**src/rtl/path_delay_meter_pkg.sv**
```systemverilog
// Shared definitions for path delay measurement: FSM state encoding and default sizing.
// The sweep top level imports this package as well.
package path_meas_pkg;

  typedef enum logic [1:0] {
    ST_IDLE  = 2'b00,
    ST_COUNT = 2'b01,
    ST_DONE  = 2'b10,
    ST_TMO   = 2'b11
  } meas_state_t;

  localparam int DEF_CNT_W   = 16;
  localparam int DEF_TOL     = 2;
  localparam int DEF_TIMEOUT = 4095;

endpackage

```
**src/rtl/path_delay_meter_if.sv**
```systemverilog
// Control/result bundle between the path control FSM (master) and the delay meter (slave).
interface path_delay_meter_if #(
  parameter int CNT_W = 16
);
  logic             ld_reg;
  logic             fin;
  logic             cal_mode;
  logic             rearm;
  logic [CNT_W-1:0] delay_count;
  logic             done;
  logic             golden_valid;
  logic             trojan_flag;
  logic             timeout;

  modport master (
    output ld_reg, fin, cal_mode, rearm,
    input  delay_count, done, golden_valid, trojan_flag, timeout
  );

  modport slave (
    input  ld_reg, fin, cal_mode, rearm,
    output delay_count, done, golden_valid, trojan_flag, timeout
  );
endinterface

```
**src/rtl/path_delay_meter_compare.sv**
```systemverilog
// Combinational tolerance test: flags when the unsigned distance |a-b| exceeds TOL.
module delay_compare #(
  parameter int CNT_W = 16,
  parameter int TOL   = 2
) (
  input  logic [CNT_W-1:0] i_a,
  input  logic [CNT_W-1:0] i_b,
  output logic             o_exceeds
);

  localparam logic [CNT_W-1:0] TOL_V = CNT_W'(TOL);

  logic [CNT_W-1:0] w_diff;

  // Larger minus smaller so the difference can never wrap.
  always_comb begin
    w_diff    = (i_a >= i_b) ? (i_a - i_b) : (i_b - i_a);
    o_exceeds = (w_diff > TOL_V);
  end

endmodule

```
**src/rtl/path_delay_meter.sv**
```systemverilog
// Measures the ld_reg-high interval of a path test, stores a golden count in calibration
// runs, and flags later runs whose delay strays from the golden value by more than TOL.
module path_delay_meter
  import path_meas_pkg::*;
#(
  parameter int CNT_W   = DEF_CNT_W,
  parameter int TOL     = DEF_TOL,
  parameter int TIMEOUT = DEF_TIMEOUT
) (
  input  logic                   clk,
  input  logic                   rst,
  path_delay_meter_if.slave      m
);

  localparam logic [CNT_W-1:0] CNT_MAX   = {CNT_W{1'b1}};
  localparam logic [CNT_W-1:0] TIMEOUT_V = CNT_W'(TIMEOUT);

  meas_state_t      r_state;
  logic [CNT_W-1:0] r_cnt;
  logic [CNT_W-1:0] r_delay;
  logic [CNT_W-1:0] r_golden;
  logic             r_golden_valid;
  logic             r_done;
  logic             r_trojan;
  logic             r_timeout;
  logic             w_exceeds;

  delay_compare #(
    .CNT_W (CNT_W),
    .TOL   (TOL)
  ) u_cmp (
    .i_a       (r_cnt),
    .i_b       (r_golden),
    .o_exceeds (w_exceeds)
  );

  always_ff @(posedge clk or posedge rst) begin
    if (rst) begin
      r_state        <= ST_IDLE;
      r_cnt          <= '0;
      r_delay        <= '0;
      r_golden       <= '0;
      r_golden_valid <= 1'b0;
      r_done         <= 1'b0;
      r_trojan       <= 1'b0;
      r_timeout      <= 1'b0;
    end else begin
      case (r_state)
        ST_IDLE: begin
          r_cnt <= '0;
          // The cycle that sees ld_reg first is already part of the path delay.
          if (m.ld_reg) begin
            r_state <= ST_COUNT;
            r_cnt   <= CNT_W'(1);
          end
        end
        ST_COUNT: begin
          if (m.fin) begin
            r_state <= ST_DONE;
            r_delay <= r_cnt;
            r_done  <= 1'b1;
            if (m.cal_mode) begin
              r_golden       <= r_cnt;
              r_golden_valid <= 1'b1;
              r_trojan       <= 1'b0;
            end else if (r_golden_valid) begin
              r_trojan <= w_exceeds;
            end else begin
              r_trojan <= 1'b0;
            end
          end else if (!m.ld_reg) begin
            r_state <= ST_IDLE;
            r_cnt   <= '0;
          end else if (r_cnt == TIMEOUT_V) begin
            r_state   <= ST_TMO;
            r_timeout <= 1'b1;
          end else if (r_cnt != CNT_MAX) begin
            r_cnt <= r_cnt + CNT_W'(1);
          end
        end
        ST_DONE: begin
          if (m.rearm) begin
            r_state <= ST_IDLE;
            r_done  <= 1'b0;
          end
        end
        ST_TMO: begin
          if (m.rearm) begin
            r_state   <= ST_IDLE;
            r_timeout <= 1'b0;
          end
        end
        default: r_state <= ST_IDLE;
      endcase
    end
  end

  assign m.delay_count  = r_delay;
  assign m.done         = r_done;
  assign m.golden_valid = r_golden_valid;
  assign m.trojan_flag  = r_trojan;
  assign m.timeout      = r_timeout;

endmodule

```
**src/flat_wrapper.sv**
```systemverilog
// flat-port wrapper written by rule: the top's interface ports become plain ports
module path_delay_meter_flat import path_meas_pkg::*;
#(
  parameter int CNT_W   = DEF_CNT_W,
  parameter int TOL     = DEF_TOL,
  parameter int TIMEOUT = DEF_TIMEOUT
)
  (clk, rst, m_ld_reg, m_fin, m_cal_mode, m_rearm, m_delay_count, m_done, m_golden_valid, m_trojan_flag, m_timeout);
  path_delay_meter_if #(.CNT_W(CNT_W)) m_i ();
  input  logic clk;
  input  logic rst;
  input wire logic [$bits(m_i.ld_reg)-1:0] m_ld_reg;
  input wire logic [$bits(m_i.fin)-1:0] m_fin;
  input wire logic [$bits(m_i.cal_mode)-1:0] m_cal_mode;
  input wire logic [$bits(m_i.rearm)-1:0] m_rearm;
  output wire logic [$bits(m_i.delay_count)-1:0] m_delay_count;
  output wire logic [$bits(m_i.done)-1:0] m_done;
  output wire logic [$bits(m_i.golden_valid)-1:0] m_golden_valid;
  output wire logic [$bits(m_i.trojan_flag)-1:0] m_trojan_flag;
  output wire logic [$bits(m_i.timeout)-1:0] m_timeout;
  assign m_i.ld_reg = m_ld_reg;
  assign m_i.fin = m_fin;
  assign m_i.cal_mode = m_cal_mode;
  assign m_i.rearm = m_rearm;
  assign m_delay_count = m_i.delay_count;
  assign m_done = m_i.done;
  assign m_golden_valid = m_i.golden_valid;
  assign m_trojan_flag = m_i.trojan_flag;
  assign m_timeout = m_i.timeout;
  path_delay_meter #(.CNT_W(CNT_W), .TOL(TOL), .TIMEOUT(TIMEOUT)) u_core (.clk(clk), .rst(rst), .m(m_i));
endmodule
```
**config.mk**
```make
export PLATFORM = sky130hd
export DESIGN_NAME = path_delay_meter_flat
export DESIGN_NICKNAME = d
export VERILOG_FILES = /design/src/rtl/path_delay_meter_pkg.sv /design/src/rtl/path_delay_meter_if.sv /design/src/rtl/path_delay_meter_compare.sv /design/src/rtl/path_delay_meter.sv /design/src/flat_wrapper.sv
export SDC_FILE = /design/constraint.sdc
export NUM_CORES = 1
export LEC_CHECK = 0
export CORE_MARGIN = 2
export CORE_UTILIZATION = 60
export DETAILED_ROUTE_END_ITERATION = 16
export HOLD_SLACK_MARGIN = 0.15
export PLACE_DENSITY = 0.81
export SETUP_SLACK_MARGIN = 0.5
export SYNTH_ARGS = -nofsm -noshare
export SYNTH_HDL_FRONTEND = slang
export SYNTH_SLANG_ARGS = --single-unit
```
**constraint.sdc**
```tcl
create_clock -name clk -period 3.2 [get_ports clk]
set_input_delay 0.64 -clock clk [delete_from_list [all_inputs] [get_ports clk]]
set_output_delay 0.64 -clock clk [all_outputs]
set_load 0.02 [all_outputs]
```
---- After elaboration in Yosys (flattened, before gate mapping) ----
Cells that the tools add are included.
word-level totals
  register bits ........................... 54
  bits in latches ......................... 0
  bits in writable memories ............... 0
  ROM bits ................................ 0
  bits of input ports ..................... 6
  output and inout bits ................... 20
  memories kept ........................... 0
cells by class
  add/subtract/negate cells ............... 3
  $mul .................................... 0
  div/mod/pow operators ................... 0
  $lt $le $gt $ge ......................... 2
  equality and inequality tests ........... 16
  shifts and indexed selects .............. 0
  multiplexer cells ....................... 22
  bitwise operators ....................... 0
  reductions and logical operators ........ 11
operator list
  kind                                                            count
  2-to-1 mux 16 bit                                               5
  one-hot mux 16 bit (2 select lines)                             1
  subtractor 16 bit                                               2
  adder 16 x 1 -> 16 bit, second input constant                   1
  == test 16 x 12 -> 1 bit, second input constant                 1
  greater-or-equal comparator 16 bit                              1
  greater-than comparator 16 x 2 -> 1 bit, second input constant  1
  inequality test 16 bit, second input constant                   1
  inequality test 2 bit, second input constant                    6
  2-to-1 mux 2 bit                                                5
  AND reduction 3 bit                                             3
  2-to-1 mux 1 bit                                                8
  one-hot mux 2 bit (3 select lines)                              1
  nonzero test 2 bit                                              3
  AND reduction 5 bit                                             1
  == test 2 bit, second input constant                            2
  inequality test 2 x 1 -> 1 bit, second input constant           2
  inequality test 4 x 3 -> 1 bit, second input constant           1
  one-hot mux 1 bit (2 select lines)                              2
  AND reduction 4 bit                                             1
  inequality test 3 x 2 -> 1 bit, second input constant           1
  inequality test 3 bit, second input constant                    1
  == test 2 x 1 -> 1 bit, second input constant                   1
  logical NOT 2 bit                                               1
  other kinds (2)                                                 2

---- Logic depth before layout (Yosys ltp) ----
Gate-level depths: netlist (run 1).
  word-level depth ........................ 6
  depth in mapped cells ................... 13

---- Modules after synthesis ----
From an unflattened synthesis (run 1), not the netlist that was laid out.
unflattened totals
  cells, all modules ...................... 515
  area total of the unflattened synthesis .. 4,304.1 um2
by module, submodules not included
  module            instances  cells an instance  area an instance (um2)  seq. area each (um2)
  path_delay_meter  1          242                2,463.6                 1,351.3
  delay_compare     1          273                1,840.5                 0.0

---- Least setup slack after synthesis (run 1) ----
No wires, ideal clock.
  path type ............................... flip-flop to flip-flop
  start point ............................. register u_core.r_cnt[0]
  end point ............................... register u_core.r_trojan (netlist: u_core.m.trojan_flag)
  setup time .............................. 88 ps
  arrival time ............................ 2,458 ps
  required time ........................... 3,112 ps
  setup slack ............................. 654 ps
  cell stages (with the launch flop) ...... 13
  buffers on the path ..................... 0
  path through ............................ dfrtp_1 inv_1 ha_1 inv_1 fa_1 a21oi_2 o2111ai_2 o211ai_2 a21oi_4 nand4b_1 nor3_1 or3_1 a41oi_1
between the ends
  cells in the longest elaborated chain, start to end .. 5
  elaborated cells on any way between the ends .. 7
  those cells by class .................... 2 x add/sub; 2 x order compare; 3 x mux
RTL lines
  what                                                                     line                            text
  start, declared                                                          path_delay_meter.sv:19          logic [CNT_W-1:0] r_cnt;
  start signal, assigned                                                   path_delay_meter.sv:78          r_cnt <= r_cnt + CNT_W'(1);
  subtractor 16 bit or greater-or-equal comparator 16 bit (tied branches)  path_delay_meter_compare.sv:17  w_diff = (i_a >= i_b) ? (i_a - i_b) : (i_b - i_a);
  2-to-1 mux 16 bit (*)                                                    path_delay_meter_compare.sv:17
  greater-than comparator 16 x 2 -> 1 bit (*)                              path_delay_meter_compare.sv:18  o_exceeds = (w_diff > TOL_V);
  2-to-1 mux 1 bit (*)                                                     path_delay_meter.sv:66          end else if (r_golden_valid) begin
  2-to-1 mux 1 bit (*)                                                     path_delay_meter.sv:62          if (m.cal_mode) begin
  end signal, assigned                                                     path_delay_meter.sv:67          r_trojan <= w_exceeds;
  end, declared                                                            path_delay_meter.sv:24          logic r_trojan;
Mark *: on every way between the ends. The rest lies on a longest branch, timed or not.
A chain may end at the register's enable or synchronous reset.

---- Final worst setup path (run 1) ----
Ends and elaborated chain as after synthesis.

==> flow_summary.toml, run 1 <==
[setup_path]
setup.worst_path.end_class = "register"
cp-start-kind = "register"
rrSetupSlack_ns = 0.41
critPathRequiredTime_ns = 3.37
cp_max_fo = 7
worstPathArrival_ns = 2.97
r2r_cells = 13
r2r-end = "u_core.m.trojan_flag"
path_class = "reg -> reg"
regToRegStartpoint = "u_core.r_cnt[0]"

[floorplanning]
rows = 29
core_um2 = 6386
fp.dieH_um = 85.69
floorplan.initialDensity = 0.6270
dieArea_um2 = 7343
io_pins = 26
die_w_um = 85.69

[grt]
overflow = 0
grt_use_total = 0.2897
grt_max_degree = 33
antenna_found_initial = 0
grt_pass1_vias = 3550
grt_pass1_wl_um = 17240

[min_path]
min_path_cells = 2
hold_path_end = "u_core.m.delay_count[3]"
hp-start = "u_core.m.delay_count[3]"
min_path_type = "reg -> reg"

[synthesis]
synth_area_um2 = 4004
syn_avg_cell_area_um2 = 8.205
yosys_warnings = 0
synth_edf_count = 0
yosys.area.top_type = "dfrtp_1"
synth.distinct_cells = 64
synthArstFlopShare = 1.000
synthCells = 488
ys.flop_type = "dfrtp_1"
synth.area.top_cells = "dfrtp_1 (34%), ha_1 (10%), o21ai_0 (8.1%)"
yosysSeqAreaShare = 0.3375
synth_seq_cells = 54
synth_nets = 528
yosysTopAreaCellShare = 0.3375

[clock_network]
cts_max_level = 2
cts_made_buffers = 5
cts_tree = "yes"
cts-root-buf = "clkbuf_8"
clkTransAtPathRegs_ns = 0.10
ctsLongestPathBuffers = 2
cts_sinks = 54
clkLatencyLatePin_ns = 0.31

[timing]
skew_ns = 0.007258
finalHoldViolations = 0
grt_setup_unrepaired = "yes"
worst_pin_slew_ns = 0.5809
slew_viol_final = 0
period_needed_ns = 2.794
period_share = 0.8731
final-setup-viol-count = 0
timing.setup.tns_ns = 0
timing.slew.headroom = 0.6121
finalWorstSetupSlack_ns = 0.4060
fmax_mhz = 357.9

[final_layout]
multiInputGateArea_um2 = 2487
antenna_cells = 0
drive_gt1_frac = 0.1143
seq_area_um2 = 1354
fillCellCount = 472
final_common_cell = "nand2_1"
nets = 555
final_cell_mix = "nand2_1 (66), o21ai_0 (64), dfrtp_1 (52), inv_1 (47), a21oi_1 (33)"
syn2layout_area_growth_pct = 14.47

[route]
wl_um = 10210
drc = 0
drtIter0Drc = 215
avgRoutedWirePerCell_um = 17.21
vias_per_cell = 6.115
vias = 3626
route.antenna.remaining_nets = 0
drtPass1Iterations = 5

[pwr]
p_per_area_nw_per_um2 = 482.7
ir_drop_uv = 301.3
leakagePower_nw = 1.975

[placed_design]
dpl.hpwl_um = 7576
port_buffers = 25
dp_slack_ns = 0.2394
gp_congestion = 0.9572

[run_status]
outcome = "complete, no violations"

[job]
drv_cap = 0
==> kinds of logic (layout without fill, tap and decap cells) <==
family          count (synthesis)  count (layout)  share of synthesized area
compound gates                155             155                     0.2388
simple gates                  151             151                     0.1828
buf+inv                        69              97                    0.07406
flops                          54              54                     0.3375
fa+ha+maj                      34              34                     0.1100
xor+xnor                       20              20                    0.04375
mux                             5               5                    0.01312
==> where the power goes <==
part | internal, mW | switching [mW] | leakage, nW
Clock | 0.179 | 0.234 | 0.0478
Combinational | 0.474 | 0.563 | 1.19
Sequential | 0.720 | 0.0419 | 0.734
Total | 1.37 | 0.839 | 1.98
==> sequential cells by signal, summed over array words and instances, names as in the netlist <==
signal,count
u_core.m.trojan_flag,1
u_core.m.done,1
u_core.r_cnt,16
u_core.r_golden,16
u_core.m.timeout,1
u_core.m.golden_valid,1
u_core.m.delay_count,16
u_core.r_state,2
==> stage by stage <==
| step | hold WS, ns | power, mW | util | area [µm²] | instances |
|---|---|---|---|---|---|
| 3_5_place_dp | 0.4744 | 1.682 | 0.6742 | 4305 | 579 |
| 4_1_cts | 0.5026 | 2.196 | 0.7177 | 4583 | 593 |
| 3_3_place_gp | 0.4631 | 1.668 | 0.6742 | 4305 | 579 |
| 6_report | 0.4944 | 2.212 | 0.7177 | 4583 | 593 |
| 2_1_floorplan | 0.4777 | 1.472 | - | 4004 | 488 |
| 5_1_grt | 0.5244 | 2.347 | 0.7177 | 4583 | 593 |
==> layout make-up <==
class	count	share of cell area
multi-input cells	365	0.5427
inverters	49	0.04013
flip-flops and latches	54	0.2954
clock buffers	6	0.01802
repair buffers	40	0.07917
well taps	77	0.02102
clock inverters	2	0.003549
==> cells in the mapped netlist, types with 3 or more instances <==
| cell | instances |
|---|---|
| buf_2 | 5 |
| nor3b_1 | 3 |
| o211ai_1 | 3 |
| xnor2_1 | 15 |
| a21o_1 | 3 |
| a31oi_1 | 8 |
| nand2b_1 | 3 |
| nor2_1 | 25 |
| mux2i_1 | 3 |
| a211oi_1 | 4 |
| o21a_1 | 5 |
| nand2_1 | 66 |
| xor2_1 | 5 |
| o31ai_1 | 3 |
| ha_1 | 32 |
| nand3_1 | 17 |
| nor3_1 | 3 |
| dfrtp_1 | 54 |
| buf_6 | 3 |
| inv_1 | 49 |
| or3_1 | 3 |
| nor2b_1 | 9 |
| clkbuf_1 | 9 |
| nand4_1 | 8 |
| o21ai_0 | 65 |
| a21oi_2 | 3 |
| and3_1 | 3 |
| a21oi_1 | 34 |
==> per-layer routing <==
metal | global-route usage | up-vias | wire length [µm]
li1 | - | 1744 | -
met1 | 0.4214 | 1761 | 4826
met2 | 0.4695 | 105 | 4830
met3 | 0.03176 | 16 | 430
met4 | 0.06638 | 0 | 119
met5 | 0 | - | 0
==> worst max-delay path by stage <==
stage | startpoint | to | slack (ns) | cells after the start
after floorplan | u_core.r_cnt[0] | u_core.m.trojan_flag | 0.65 | 12
after global placement | u_core.r_cnt[0] | u_core.m.trojan_flag | 0.39 | 11
after detailed placement | u_core.r_cnt[0] | u_core.m.trojan_flag | 0.24 | 11
after CTS | u_core.r_cnt[13] | u_core.m.trojan_flag | 0.51 | 10
after global routing | u_core.r_golden[0] | u_core.m.trojan_flag | 0.26 | 13
final | u_core.r_cnt[0] | u_core.m.trojan_flag | 0.41 | 13
==> critical path: stages (launching register included) <==
cell	delay [ns]
dfrtp_2	0.44
inv_2	0.09
ha_4	0.13
inv_1	0.05
fa_2	0.42
a21oi_4	0.20
o2111ai_4	0.15
o211ai_2	0.24
a21oi_4	0.13
buf_4	0.16
a211oi_1	0.19
a21oi_1	0.08
xnor2_1	0.24
a41oi_2	0.14
==> repair_timing <==
action | CTS | global route
resized for setup | 29 | 0
buffers inserted | 6 | 0
endpoints found under the setup margin | 1 | 1
pin swaps | 11 | 0
hold buffers | 0 | 0
(Power assumes the default switching activity.)
==> run 2, diff against run 1 <==
Settings changed: PLACE_DENSITY 0.81 to 0.88.
==> flow_summary.toml, run 2 (synthesis results as in run 1) <==
[setup_path]
cp-startpoint = "u_core.r_cnt[0]"
worstPathArrival_ns = 3.04
cp_max_fo = 3
critPathCapture = "u_core.m.trojan_flag"
r2r-end = "u_core.m.trojan_flag"
regToRegStartpoint = "u_core.r_cnt[0]"
setup.worst_path.end_class = "register"
r2r_cells = 14
critPathRequiredTime_ns = 3.43
cp-start-kind = "register"
rrSetupSlack_ns = 0.39
path_class = "reg -> reg"

[timing]
grt_setup_unrepaired = "yes"
final-setup-viol-count = 0
skew_ns = 0.007129
finalHoldViolations = 0
fmax_mhz = 356.4
period_share = 0.8769
worst_pin_slew_ns = 0.4883
timing.slew.headroom = 0.6745
slew_viol_final = 0
period_needed_ns = 2.806
hold_slack_ns = 0.4940
timing.setup.tns_ns = 0

[final_layout]
final_cells = 591
nets = 554
final_cell_mix = "nand2_1 (66), o21ai_0 (63), dfrtp_1 (52), inv_1 (48), a21oi_1 (32)"
antenna_cells = 0
syn2layout_area_growth_pct = 13.37
drive_gt1_frac = 0.1109
fillCellCount = 457
final_common_cell = "nand2_1"

[grt]
antenna_found_initial = 0
grt_max_degree = 24
grt_use_total = 0.2908
overflow = 0
grt_pass1_wl_um = 17240
grt_pass1_vias = 3629

[pwr]
leakagePower_nw = 1.964
p_per_area_nw_per_um2 = 487.0
power.total_mw = 2.211
ir_drop_uv = 307.7

[route]
drtPass1Iterations = 5
vias = 3774
vias_per_cell = 6.386
wl_um = 10530
drtIter0Drc = 336
route.antenna.remaining_nets = 0
drc = 0
avgRoutedWirePerCell_um = 17.81

[clock_network]
hold_buffers = 0
cts-root-buf = "clkbuf_8"
cts_sinks = 54
cts_made_buffers = 5
cts_max_level = 2
cts_tree = "yes"
ctsLongestPathBuffers = 2
clkLatencyLatePin_ns = 0.31
clkTransAtPathRegs_ns = 0.10

[floorplanning]
core_um2 = 6386
floorplan.initialDensity = 0.6270
fp.dieH_um = 85.69
io_pins = 26
dieArea_um2 = 7343
die_w_um = 85.69
rows = 29

[job]
drv_cap = 0

[placed_design]
place_inst = 579
dpl.hpwl_um = 7563
gp_congestion = 1.033
port_buffers = 25

[min_path]
min_path_type = "reg -> reg"

[run_status]
outcome = "complete, no violations"
## run 2: power by group
group | leakage, nW | internal, mW | switching, mW | total [mW]
logic | 1.19 | 0.485 | 0.572 | 1.06
registers | 0.734 | 0.720 | 0.0387 | 0.759
clock network | 0.0450 | 0.156 | 0.238 | 0.395
total | 1.96 | 1.36 | 0.849 | 2.21
## run 2: how the worst min path moves through the flow
stage | depth (start not counted) | slack [ns] | start | endpoint
after CTS | 1 | 0.50 | u_core.m.golden_valid | u_core.m.golden_valid
after detailed placement | 1 | 0.47 | u_core.m.golden_valid | u_core.m.golden_valid
after floorplan | 2 | 0.48 | u_core.r_golden[0] | u_core.r_golden[0]
after global routing | 1 | 0.51 | u_core.m.golden_valid | u_core.m.golden_valid
after global placement | 2 | 0.46 | u_core.m.delay_count[2] | u_core.m.delay_count[2]
final | 1 | 0.49 | u_core.m.golden_valid | u_core.m.golden_valid
## run 2: per-stage QoR
step           worst slack, ns  utilization  cell area [µm²]
2_1_floorplan           0.6539            -             4004
3_3_place_gp            0.4476       0.6742             4305
3_5_place_dp            0.3192       0.6742             4305
4_1_cts                 0.5005       0.6993             4466
5_1_grt                 0.2977       0.7108             4539
6_report                0.3940       0.7108             4539
## run 2: worst max-delay path: stages, from the launching register on
cell      delay, ns
dfrtp_2        0.43
inv_1          0.09
ha_1           0.19
inv_1          0.07
fa_2           0.38
a21oi_4        0.20
buf_4          0.13
inv_1          0.04
a21oi_1        0.22
xnor2_1        0.16
a21oi_1        0.07
nand4b_1       0.12
nor3_1         0.05
or3_1          0.39
a41oi_2        0.17
## run 2: cell type report
class / instances / area (µm²) / share of cell area
Clock buffer: 5 / 68.82 / 0.01516
Clock inverter: 2 / 17.52 / 0.003859
Inverter: 49 / 183.9 / 0.04052
Timing Repair Buffer: 39 / 355.3 / 0.07828
Sequential cell: 54 / 1354 / 0.2982
Multi-Input combinational cell: 365 / 2464 / 0.5427
Tap cell: 77 / 96.34 / 0.02122
## run 2: layer usage
metal  track usage  share of wire
met5             0              0
met1        0.4075           0.43
met4       0.08225          0.031
met2        0.4780           0.48
met3       0.03657          0.061
## run 2: repair_timing
item                                    4_1_cts  5_1_grt
setup buffers                                 3        2
endpoints found under the setup margin        1        7
resized for setup                            14       12
cloned                                        0        0
pin swaps                                     3        6
